===== config.mk =====
export PLATFORM = sky130hd
export DESIGN_NAME = ifetch
export DESIGN_NICKNAME = d
export VERILOG_FILES = /design/src/rtl/ifetch.sv
export SDC_FILE = /design/constraint.sdc
export NUM_CORES = 1
export LEC_CHECK = 0
export ABC_AREA = 1
export CAP_MARGIN = 30
export CORE_ASPECT_RATIO = 1.4
export CORE_MARGIN = 4
export CORE_UTILIZATION = 45
export CTS_CLUSTER_SIZE = 16
export DETAILED_ROUTE_END_ITERATION = 12
export PLACE_DENSITY = 0.75
export SYNTH_ARGS = -nofsm -noshare
export SYNTH_HDL_FRONTEND = slang
export SYNTH_SLANG_ARGS = --single-unit

===== constraint.sdc =====
create_clock -name clk -period 3.25 [get_ports clk]
set_input_delay 0.325 -clock clk [delete_from_list [all_inputs] [get_ports clk]]
set_output_delay 0.325 -clock clk [all_outputs]
set_load 0.02 [all_outputs]

===== src/rtl/ifetch.sv =====
// rtl/ifetch.sv - instruction fetch sequencer with 2-entry instruction queue and jump redirect
// Optional feature: IFETCH_DIR_EN adds the dir port for down-counting fetch.
module ifetch #(
    parameter int                 ADDR_W   = 10,
    parameter int                 DATA_W   = 32,
    parameter logic [ADDR_W-1:0]  RESET_PC = '0
) (
    input  logic              clk,
    input  logic              rst,
    input  logic              en,
`ifdef IFETCH_DIR_EN
    input  logic              dir,
`endif
    input  logic              jmp,
    input  logic [ADDR_W-1:0] jmpLoc,
    output logic [ADDR_W-1:0] imem_addr,
    output logic              imem_rd,
    input  logic [DATA_W-1:0] imem_data,
    output logic [DATA_W-1:0] instr,
    output logic [ADDR_W-1:0] instr_pc,
    output logic              instr_valid,
    input  logic              instr_ready,
    output logic [ADDR_W-1:0] pc
);

    logic [ADDR_W-1:0] pc_q, pc_d;
    logic              infl_q, infl_d;
    logic [ADDR_W-1:0] infl_addr_q, infl_addr_d;
    logic [DATA_W-1:0] data_q [2];
    logic [ADDR_W-1:0] tag_q  [2];
    logic              rd_ptr_q, rd_ptr_d;
    logic [1:0]        count_q, count_d;

    logic              pop;
    logic              push;
    logic              issue;
    logic              wr_idx;
    logic [2:0]        occ_after_pop;
    logic [ADDR_W-1:0] pc_step;

    assign instr_valid = (count_q != 2'd0);
    assign pop         = instr_valid & instr_ready;
    assign push        = infl_q & ~jmp;

    // Queue slots plus the read in flight, minus the one leaving this cycle, bound the issue.
    assign occ_after_pop = {1'b0, count_q} + {2'b00, infl_q} - {2'b00, pop};
    assign issue         = rst & en & ~jmp & (occ_after_pop < 3'd2);

    // With count=2 and a pop the tail lands on the slot the head is vacating.
    assign wr_idx = rd_ptr_q ^ count_q[0];

`ifdef IFETCH_DIR_EN
    assign pc_step = dir ? (pc_q + 1'b1) : (pc_q - 1'b1);
`else
    assign pc_step = pc_q + 1'b1;
`endif

    always_comb begin
        pc_d        = pc_q;
        infl_d      = 1'b0;
        infl_addr_d = infl_addr_q;
        rd_ptr_d    = rd_ptr_q;
        count_d     = count_q;
        if (jmp) begin
            pc_d     = jmpLoc;
            infl_d   = 1'b0;
            count_d  = 2'd0;
            rd_ptr_d = 1'b0;
        end else begin
            if (issue) begin
                pc_d        = pc_step;
                infl_addr_d = pc_q;
            end
            infl_d   = issue;
            count_d  = count_q + {1'b0, push} - {1'b0, pop};
            rd_ptr_d = rd_ptr_q ^ pop;
        end
    end

    always_ff @(posedge clk or negedge rst) begin
        if (!rst) begin
            pc_q        <= RESET_PC;
            infl_q      <= 1'b0;
            infl_addr_q <= '0;
            rd_ptr_q    <= 1'b0;
            count_q     <= 2'd0;
            for (int i = 0; i < 2; i++) begin
                data_q[i] <= '0;
                tag_q[i]  <= '0;
            end
        end else begin
            pc_q        <= pc_d;
            infl_q      <= infl_d;
            infl_addr_q <= infl_addr_d;
            rd_ptr_q    <= rd_ptr_d;
            count_q     <= count_d;
            if (push) begin
                data_q[wr_idx] <= imem_data;
                tag_q[wr_idx]  <= infl_addr_q;
            end
        end
    end

    assign imem_addr = pc_q;
    assign pc        = pc_q;
    assign imem_rd   = issue;
    assign instr     = data_q[rd_ptr_q];
    assign instr_pc  = tag_q[rd_ptr_q];

endmodule


* Word-level counts from Yosys, hierarchy flattened
Index checks and enable logic that the tools add are counted.
** Storage, ports and cells
- Bits of input ports :: 47
- Register bits :: 108
- Output and inout port bits :: 64
- Logic and storage cells :: 49
** Cells by class
- $lt $le $gt $ge :: 4
- Multiplexer cells :: 17
- Bitwise logic cells :: 10
- Add/sub/neg operators :: 5
- Reductions and logical operators :: 4
** Operators by type and width (number)
- $mux W32 :: 4
- $bwmux W64 :: 1
- $mux W10 :: 6
- $demux W32 S1 :: 1
- $bwmux W20 :: 1
- $add A10 B1 Y10 const B :: 1
- $demux W10 S1 :: 1
- $and A1 B1 Y1 :: 5
- $ge A2 B2 Y1 const B :: 2
- $not A1 Y2 :: 2
- $reduce_bool A2 Y1 :: 2
- $add A2 B1 Y3 :: 1
- $lt A3 B2 Y1 const B :: 1
- $sub A3 B1 Y3 :: 1
- $add A2 B1 Y2 :: 1
- $lt A2 B1 Y1 const B :: 1
- $mux W1 :: 2
- $mux W2 :: 1
- $reduce_and A2 Y1 :: 1
- $sub A2 B1 Y2 :: 1
- $xor A1 B1 Y1 :: 2
- $logic_and A1 B1 Y1 :: 1
- $not A1 Y1 :: 1

* Logic depth before layout (Yosys ltp)
Gate-level depths: netlist of run 1.
- Word-level depth :: 7
- Gate-level depth with buffers :: 16
- Mapped depth without buffers :: 16

* Least setup slack after synthesis of run 1
No wires, ideal clock.
- Path type :: register to output
- Start point :: reg count_q[1]
- End point :: out imem_rd
- Path slack :: 647 ps
- Path buffers :: 1
- Cell stages (with the launch flop) :: 12
- Arrival :: 2278 ps
- Path through :: dfrtp_1 inv_1 nand2_1 nand2_1 inv_1 ha_1 inv_1 nand2_1 fa_1 nand4_1 nor2_1 buf_2
** On the way
- Longest elaborated chain between the ends :: 5
** RTL lines
- start, declared :: RTL line 32 : logic [1:0] count_q, count_d;
- start signal, assigned :: RTL line 96 : count_q <= count_d;
- $reduce_bool A2 Y1 :: RTL line 41 : assign instr_valid = (count_q != 2'd0);
- via instr_valid :: RTL line 21 : output logic instr_valid,
- $and A1 B1 Y1 :: RTL line 42 : assign pop = instr_valid & instr_ready;
- $sub A3 B1 Y3 :: RTL line 46 : assign occ_after_pop = {1'b0, count_q} + {2'b00, infl_q} - {2'b00, pop};
- $lt A3 B2 Y1 :: RTL line 47 : assign issue = rst & en & ~jmp & (occ_after_pop < 3'd2);
- $and A1 B1 Y1 :: RTL line 47
- end, declared :: RTL line 17 : output logic imem_rd,
The timed path passes the listed nets, and every way through them passes these cells.

* Worst setup path after layout of run 1
- Start point :: reg count_q[1]
- End point :: out imem_rd
** On the way
- Longest elaborated chain between the ends :: 5
** RTL lines (RTL line)
- branches (longest 2 deep; another with $add A2 B1 Y3)
- $sub A3 B1 Y3 * :: 46
- $lt A3 B2 Y1 * :: 47
- $and A1 B1 Y1 * :: 47
Every way passes the cells marked *.

==> run metrics, run 1 <==
fmax=0.329 GHz; routing usage on met1=0.212; Pleak=3.27 nW; Global Route Usage Sum=0.175; CP startpoint kind=flip-flop; Port Buffer Count=between 100 and 150; antenna violations before repair=0; switching power=0.00205 W; final setup fails=0; layout cells sized above 1=0.0735; sw frac=0.368; fill count=~1,000; critical-path maximum fanout=5; outcome=completed; Num CTS Buffers=9; Post-Synthesis Cells=628; Worst VDD drop=0.000356 V; GRT busiest layer=met2; first-pass GRT wire length=19,100 um; Initial Util=0.465; Worst Max-Slew Pin Slew=between 0.7 and 0.8 ns; Die ar.=13,100 um^2; Seq pwr share=0.393; R2R depth=14; drt via density=4.92; num rows=45; Worst setup EP type=primary output; antenna-violating nets left=0; I/O pin count=111; Post-Route Skew=0.00590 ns; Reg clk slew, reported paths=around 0.07 ns; Internal=0.00353 W; CP arrival=2.72 ns; syn_nets=680; vias in the first global route=around 4,300; post-layout minimum cycle time=3.04 ns; unrepaired setup endpoints after global routing=false; storage element area=2700 um^2; Post-Syn Area=5110 um^2; DP Wirelength=7630 um; WP data required=2.92 ns; Die Ht=between 100 and 150 um; DR pass1 iterations=5; pwr dens=859 nW/um^2; final hold violation count=0; Synth Warn #=0; M2 GR Usage=0.305; Synth Area per Inst=8.14 um^2; buffer count from post-CTS setup fixing=0; pins over their slew limit=0; DRC Markers=0; CTS tree=yes; clock power share=0.190; Core ar.=11,000 um^2; initial drt markers=approximately 240; crit path kind=reg2out; Comb power frac=0.417; clock sink count=108; R2R Setup Slk=0.69 ns; ant diodes=0; RR Startpoint=count_q[1]; H-tree depth=3; Root Driver=clkbuf_16; Hold Path Class=in2async; M3 GR Usage=0.0276; max_cap viols=0; worst-skew pair later-pin latency=0.34 ns; # hold bufs at CTS=0; setup TNS=0 ns; final core occ=0.592; worst r2r dst=imem_addr[0]; Die X=between 90 and 100 um; vias=~4,200; Total Power=0.00558 W; sequential fraction of the synthesis area=0.529; gpl congestion=0.837; Congestion Overflow GR=0; synthesis-to-finish area growth=27.3%; #FFs+latches synth=108; fin crit share=0.936; pre-CTS setup slack=about 0.11 ns; Worst slew margin=0.524; worst setup margin=0.209 ns; CTS Buffer Depth=2; final net count=about 770; drt total wl=11,000 um; largest net degree at the start of global routing=85; DR WL/cell=roughly 13 um; Multi-input gate area=1900 um^2; Distinct cells, synth=23
==> metal layers <==
| metal | wire length [um] | part of all wire |
|---|---|---|
| met3 | 515 | 0.047 |
| met5 | 0 | 0 |
| met2 | 5510 | 0.50 |
| met4 | 269 | 0.024 |
| met1 | 4750 | 0.43 |
==> area by class of cell <==
type | count | area share
inverters | 62 | 0.0358
repair buffers | 119 | 0.185
clock buffers | 9 | 0.0346
clock inverters | 7 | 0.0102
flip-flops and latches | 108 | 0.416
multi-input cells | 416 | 0.292
well taps | 141 | 0.0271
==> what timing repair did <==
item                                   in CTS  in global routing
resized for setup                           1                  0
endpoints found under the hold margin       0                  0
setup endpoints to repair                   1                  0
==> worst max-delay path by stage <==
stage / startpoint / to / slack (ns) / depth (start not counted)
after floorplan: count_q[1] / imem_rd / 0.65 / 11
after global placement: instr_ready / imem_rd / 0.11 / 10
after detailed placement: instr_ready / imem_rd / 0.11 / 10
after CTS: count_q[1] / imem_rd / 0.15 / 11
after global routing: count_q[1] / imem_rd / 0.02 / 11
final: count_q[1] / imem_rd / 0.21 / 11
==> flip-flops by register name, summed over array words and instances, names as in the netlist <==
register	cells
infl_addr_q	10
imem_addr	10
count_q	2
data_q	64
infl_q	1
rd_ptr_q	1
tag_q	20
==> cell families (layout without fill, tap and decap cells) <==
logic type / Yosys count / after routing / share of synthesized area
DFF: 108 / 108 / 0.529
adders and majority gates: 5 / 5 / 0.0137
buffers and inverters: 104 / 197 / 0.101
AOI/OAI and AO/OA: 99 / 99 / 0.114
xor gates and xnor gates: 4 / 4 / 0.00833
and+or+nand+nor: 308 / 308 / 0.235
==> cell usage after synthesis <==
master	number	area, um^2
a21oi_1	1	5.00
buf_2	6	30.0
buf_4	11	82.6
buf_6	10	113
clkbuf_1	15	56.3
clkinv_1	1	3.75
dfrtp_1	108	2700
fa_1	1	20.0
ha_1	4	50.1
inv_1	60	225
inv_2	1	3.75
nand2_1	265	995
nand3_1	29	145
nand4_1	1	6.26
nor2_1	12	45.0
o211ai_1	1	7.51
o21ai_0	57	285
o21ai_1	18	90.1
o21ai_2	22	193
or2_4	1	8.76
xnor2_1	2	17.5
xor2_1	1	8.76
xor2_2	1	16.3
==> worst max-delay path, stage by stage, from the launching register on <==
cell and delay, ns:
dfrtp_1 0.44, inv_1 0.11, nand2_1 0.07, nand2_1 0.09, inv_1 0.07, ha_1 0.26
inv_1 0.05, nand2_1 0.05, fa_1 0.51, nand4_1 0.12, nor2_1 0.22, dlygate4sd2_1 0.37
==> power by group through the flow <==
stage | clock network (W) | registers (W) | logic, W
floorplan | 0 | 0.00217 | 0.00142
global placement | 0 | 0.00218 | 0.00230
detailed placement | 0 | 0.00222 | 0.00236
CTS | 0.00110 | 0.00219 | 0.00237
global route | 0.00114 | 0.00226 | 0.00258
finish | 0.00106 | 0.00220 | 0.00233
==> placed cells by master (no fill, tap or decap), types with 2 or more instances in the layout <==
master | netlist | final
o21ai_1 | 18 | 18
buf_4 | 11 | 7
inv_1 | 60 | 60
nor2_1 | 12 | 12
ha_1 | 4 | 4
dfrtp_1 | 108 | 107
o21ai_0 | 57 | 57
xnor2_1 | 2 | 2
clkdlybuf4s50_1 | 0 | 108
nand3_1 | 29 | 28
nand2_1 | 265 | 265
o21ai_2 | 22 | 22
clkbuf_16 | 0 | 9
buf_12 | 0 | 3
clkinv_2 | 0 | 4
==> stage by stage <==
step / instances / area, um^2 / hold WS [ns]
after CTS: 862 / 6500 / 0.150
after global routing: 862 / 6500 / 0.177
after global placement: 846 / 6210 / 0.464
final: 862 / 6500 / 0.124
after detailed placement: 846 / 6210 / 0.469
after floorplan: 628 / 5110 / 0.0294
No activity file was read; power rests on OpenSTA's default activity.
==> run 2, diff against run 1 <==
CORE_UTILIZATION = 34   (was 45)
CTS_BUF_LIST = sky130_fd_sc_hd__clkbuf_8   (was unset)
PLACE_DENSITY = 0.6   (was 0.75)
==> run 2 against run 1 <==
Critical path type unchanged. Power shrank 5.7%. Die area grew 30%. Non-clock buffer count grew 2. Register-to-register slack lost 0.03 ns. Hold slack lost 0.017 ns. Clock skew grew 0.0069 ns. Flip-flop and latch count is the same. Worst setup slack gained 0.072 ns. Sequential share of layout area grew 0.30 points. Via count shrank 2.7%. Final area shrank 0.71%. Sequential power is essentially flat.
==> run metrics, run 2 (synthesis gave the netlist of run 1 again) <==
outcome=completed; fill count=1,500; # hold bufs at CTS=0; Die X=between 100 and 150 um; CP peak stage delay=0.53 ns; commonest non-fill, non-tap cell in the layout=nand2_1; Hold Path Class=in2async; DR pass1 iterations=5; H-tree depth=3; Biggest register=data_q; Port Buffer Count=110; Crit path buffers/inverters=4; antenna-violating nets left=0; Post-Route Skew=0.0128 ns; first-pass GRT wire length=between 20,000 and 25,000 um; vias=4,122; Global Route Usage Sum=0.142; Root Driver=clkbuf_8; met1 WL=5180 um; cell-by-cell trace of the critical path=inv_1 -> nand2_1 -> nand2_1 -> inv_1 -> ha_1 -> inv_1 -> nand2_1 -> fa_1 -> nand4_1 -> nor2_1 -> clkbuf_2; storage element area=2700 um^2; gpl congestion=roughly 0.75; largest net degree at the start of global routing=60; initial drt markers=233; worst hold slack=0.107 ns; synthesis-to-finish area growth=26.4%; Num CTS Buffers=9; delay-heaviest family, CP=adder cells; Congestion Overflow GR=0; final hold violation count=0; pins over their slew limit=0; Worst VDD drop=0.000349 V; unrepaired setup endpoints after global routing=false; largest registers=data_q: 64 flops, tag_q: 20 flops; crit path kind=reg2out; worst setup margin=0.281 ns; DP Wirelength=7970 um; uppermost layer routed=met4; Critical Path Stages=11; CTS tree=yes; max_cap viols=0; fmax=0.337 GHz; DR WL/cell=12.7 um; antenna violations before repair=0; Initial Util=0.351; Worst setup EP type=primary output; DRC Markers=0; final net count=770; clock sink count=108; buffer count from post-CTS setup fixing=0; Core ar.=around 15,000 um^2; vias in the first global route=4,290; I/O pin count=about 110; drt total wl=11,600 um; worst-skew pair later-pin latency=0.36 ns; final core occ=0.443; Worst slew margin=0.508; met2 WL=5670 um; fin crit share=0.913; CP startpoint kind=flip-flop; CP arrival=2.64 ns; layout cells sized above 1=0.0761; critical-path maximum fanout=5; slowest stage cell, crit path=fa_1; final setup fails=0; Pleak=3.22 nW; Reg clk slew, reported paths=0.10 ns; ant diodes=0; Die Ht=153 um; num rows=52; Multi-input gate area=1910 um^2; met3 WL=591 um; Largest register FFs=64; setup TNS=0 ns; most frequent cells in the layout=nand2_1 (265), clkdlybuf4s50_1 (108), dfrtp_1 (107); Worst Max-Slew Pin Slew=between 0.7 and 0.8 ns; CTS Buffer Depth=2; drt via density=4.52; pwr dens=approximately 820 nW/um^2; post-layout minimum cycle time=2.97 ns; R2R depth=14; pre-CTS setup slack=0.0554 ns; WP data required=2.92 ns; Die ar.=17,100 um^2
[run 2: final timing paths]
check	startpoint	to	slack [ns]
worst max-delay path	count_q[1]	imem_rd	0.28
worst min-delay path	rst	count_q[1]	0.11
worst max register to register	count_q[1]	imem_addr[0]	0.66
worst min register to register	data_q[40]	data_q[40]	0.49
max in group asynchronous	rst	data_q[12]	1.95
min in group clk	rst	infl_q	0.27
[run 2: where the power goes]
part	switching, W	total, W	internal (W)
sequential	0.000302	0.00219	0.00188
combinational	0.00128	0.00233	0.00105
clock	0.000434	0.000750	0.000316
total	0.00202	0.00527	0.00325
[run 2: layer usage]
layer / up-vias / GRT usage
met5: - / 0
met4: 0 / 0.0348
met3: 8 / 0.0340
met2: 104 / 0.249
met1: 1898 / 0.177
li1: 2112 / -
[run 2: stage by stage]
stage,cell area [um^2],power (W),instances
finish,6460,0.00527,912
global route,6460,0.00572,912
CTS,6460,0.00536,912
detailed placement,6280,0.00459,896
global placement,6280,0.00452,896
floorplan,5110,0.00359,628
[run 2: cell type report]
cell class | count | area share
inverters | 62 | 0.0360
multi-input cells | 416 | 0.295
flip-flops and latches | 108 | 0.419
well taps | 189 | 0.0366
repair buffers | 121 | 0.186
clock buffers | 11 | 0.0234
clock inverters | 5 | 0.00426
[run 2: repair_timing]
item | in CTS | in global routing
pin swaps | 0 | 0
endpoints found under the setup margin | 1 | 1
resized for setup | 1 | 2
==> run 3, diff against run 2 <==
CORE_UTILIZATION = 53   (was 34)
PLACE_DENSITY = 0.86   (was 0.6)
==> run 3 against run 2 <==
Final area decreased by 1.7%. Combinational power about the same. Non-clock buffer count decreased by 3. Routed wire length decreased by 3.1%. Via count increased by 3.3%. First-iteration DRC count decreased by 17%. Hold slack improved by 0.017 ns. Flip-flop and latch count unchanged. Power increased by 1.1%. Core utilization increased by 23 points. Clock-buffer cell count increased by 3. Critical path type unchanged. Largest cell class unchanged.
==> run metrics, run 3 (synthesis gave the netlist of run 1 again) <==
largest net degree at the start of global routing=85; post-layout minimum cycle time=2.92 ns; Comb power frac=0.438; first-pass GRT wire length=18,600 um; Worst setup EP type=primary output; layout cells sized above 1=0.0708; Initial Util=0.540; DRC Markers=0; Num CTS Buffers=9; CTS tree=yes; setup TNS=0 ns; slowest stage cell, crit path=fa_1; DR WL/cell=13.5 um; pwr dens=838 nW/um^2; CP startpoint kind=flip-flop; Worst Max-Slew Pin Slew=0.985 ns; vias in the first global route=4,228; most frequent cells in the layout=nand2_1 (265), clkdlybuf4s50_1 (108), dfrtp_1 (107); Seq pwr share=0.414; outcome=completed; largest registers=data_q: 64 flops, tag_q: 20 flops; delay-heaviest family, CP=adder cells; Internal=0.00331 W; pre-CTS setup slack=0.109 ns; Multi-input gate area=roughly 1900 um^2; fill count=795; Placed Area=6160 um^2; storage element area=2700 um^2; Congestion Overflow GR=0; Hold Path Class=in2async; WP data required=2.92 ns; cell-by-cell trace of the critical path=inv_1 -> nand2_1 -> nand2_1 -> inv_1 -> ha_1 -> inv_1 -> nand2_1 -> fa_1 -> nand4_1 -> nor2_1 -> clkbuf_2; worst-skew pair later-pin latency=0.36 ns; H-tree depth=3; unrepaired setup endpoints after global routing=false; Final Non-Filler Cells=a little over 800; worst setup margin=0.327 ns; Final Cell Area=6350 um^2; final setup fails=0; buffer count from post-CTS setup fixing=0; Root Driver=clkbuf_8; I/O pin count=roughly 110; Worst slew margin=0.343; worst hold slack=0.124 ns; switching power=0.00202 W; # hold bufs at CTS=0; max_cap viols=0; final net count=about 770; initial drt markers=194; Largest register FFs=between 60 and 70; antenna-violating nets left=0; antenna violations before repair=0; Inst Count DP=814; DP Wirelength=7670 um; Global Route Usage Sum=0.204; ant diodes=0; Biggest register=data_q; Pleak=between 3 and 4 nW; CTS Buffer Depth=2; synthesis-to-finish area growth=24.3%; num rows=42; CP arrival=between 2 and 3 ns; clock power share=0.148; Post-Route Skew=0.00474 ns; DR pass1 iterations=5; CP peak stage delay=0.52 ns; crit path kind=reg2out; Port Buffer Count=110; Core ar.=9460 um^2; final hold violation count=0; Die ar.=11,300 um^2; drt total wl=11,200 um; Die X=91.0 um; Die Ht=124 um; critical-path maximum fanout=5; pins over their slew limit=0; clock sink count=around 110; drt via density=5.13; Reg clk slew, reported paths=0.09 ns; Crit path buffers/inverters=4; gpl congestion=0.843; fin crit share=0.900; sw frac=0.379; Worst VDD drop=~0.00042 V; vias=4,260; commonest non-fill, non-tap cell in the layout=nand2_1; fmax=0.342 GHz
==> run 3: changes by cell type in the layout (fill, tap and decap cells not counted) <==
cell / delta
nand3_2: +1
clkinv_2: -3
clkinv_4: -1
inv_1: +1
nand3_4: -1
clkbuf_8: +3
buf_4: -3
==> run 3: final cells by class <==
class	instances	share of cell area
clock buffers	14	0.0303
flip-flops and latches	108	0.426
clock inverters	2	0.00118
well taps	110	0.0217
inverters	62	0.0366
multi-input cells	416	0.299
repair buffers	118	0.186
==> run 3: worst register-to-register path, cell delays in order (launching register included) <==
cell and delay [ns]:
dfrtp_1 0.45, inv_1 0.12, nand2_1 0.08, nand2_1 0.09
inv_1 0.06, ha_1 0.26, inv_1 0.05, nand2_1 0.05
fa_1 0.52, nand4_1 0.13, nor2_1 0.21, buf_4 0.23
nand2_1 0.08, nand3_1 0.07, nand2_1 0.05
==> run 3: routing by layer <==
metal  track usage  up-vias  share of wire
met2         0.374      129           0.53
met3        0.0290       16          0.044
met4        0.0915        0          0.015
met5             0        -              0
met1         0.238     2009           0.41
li1              -     2106              -
==> run 3: final timing paths <==
kind                             from            to  slack [ns]  cells after the start
max                        count_q[1]       imem_rd        0.33                     11
min                               rst    count_q[0]        0.12                      2
max reg2reg                count_q[1]  imem_addr[0]        0.68                     14
min reg2reg                data_q[37]    data_q[37]        0.49                      2
max in group asynchronous         rst    data_q[60]        1.97                      3
min in group clk                  rst        infl_q        0.30                      3
==> run 3: power groups by stage <==
stage               logic [W]  registers [W]  clock network (W)
floorplan             0.00142        0.00217                  0
global placement      0.00228        0.00218                  0
detailed placement    0.00236        0.00223                  0
CTS                   0.00237        0.00220           0.000812
global route          0.00259        0.00228           0.000861
finish                0.00233        0.00220           0.000787
==> run 3: timing repair <==
item | 4_1_cts | 5_1_grt
pin swaps | 0 | 0
gates resized for setup | 1 | 2
setup endpoints to repair | 1 | 1
==> run 3: through the flow <==
stage	utilization	power, W
finish	0.671	0.00532
detailed placement	0.651	0.00459
CTS	0.672	0.00538
global placement	0.651	0.00447
global route	0.671	0.00572
floorplan	-	0.00359
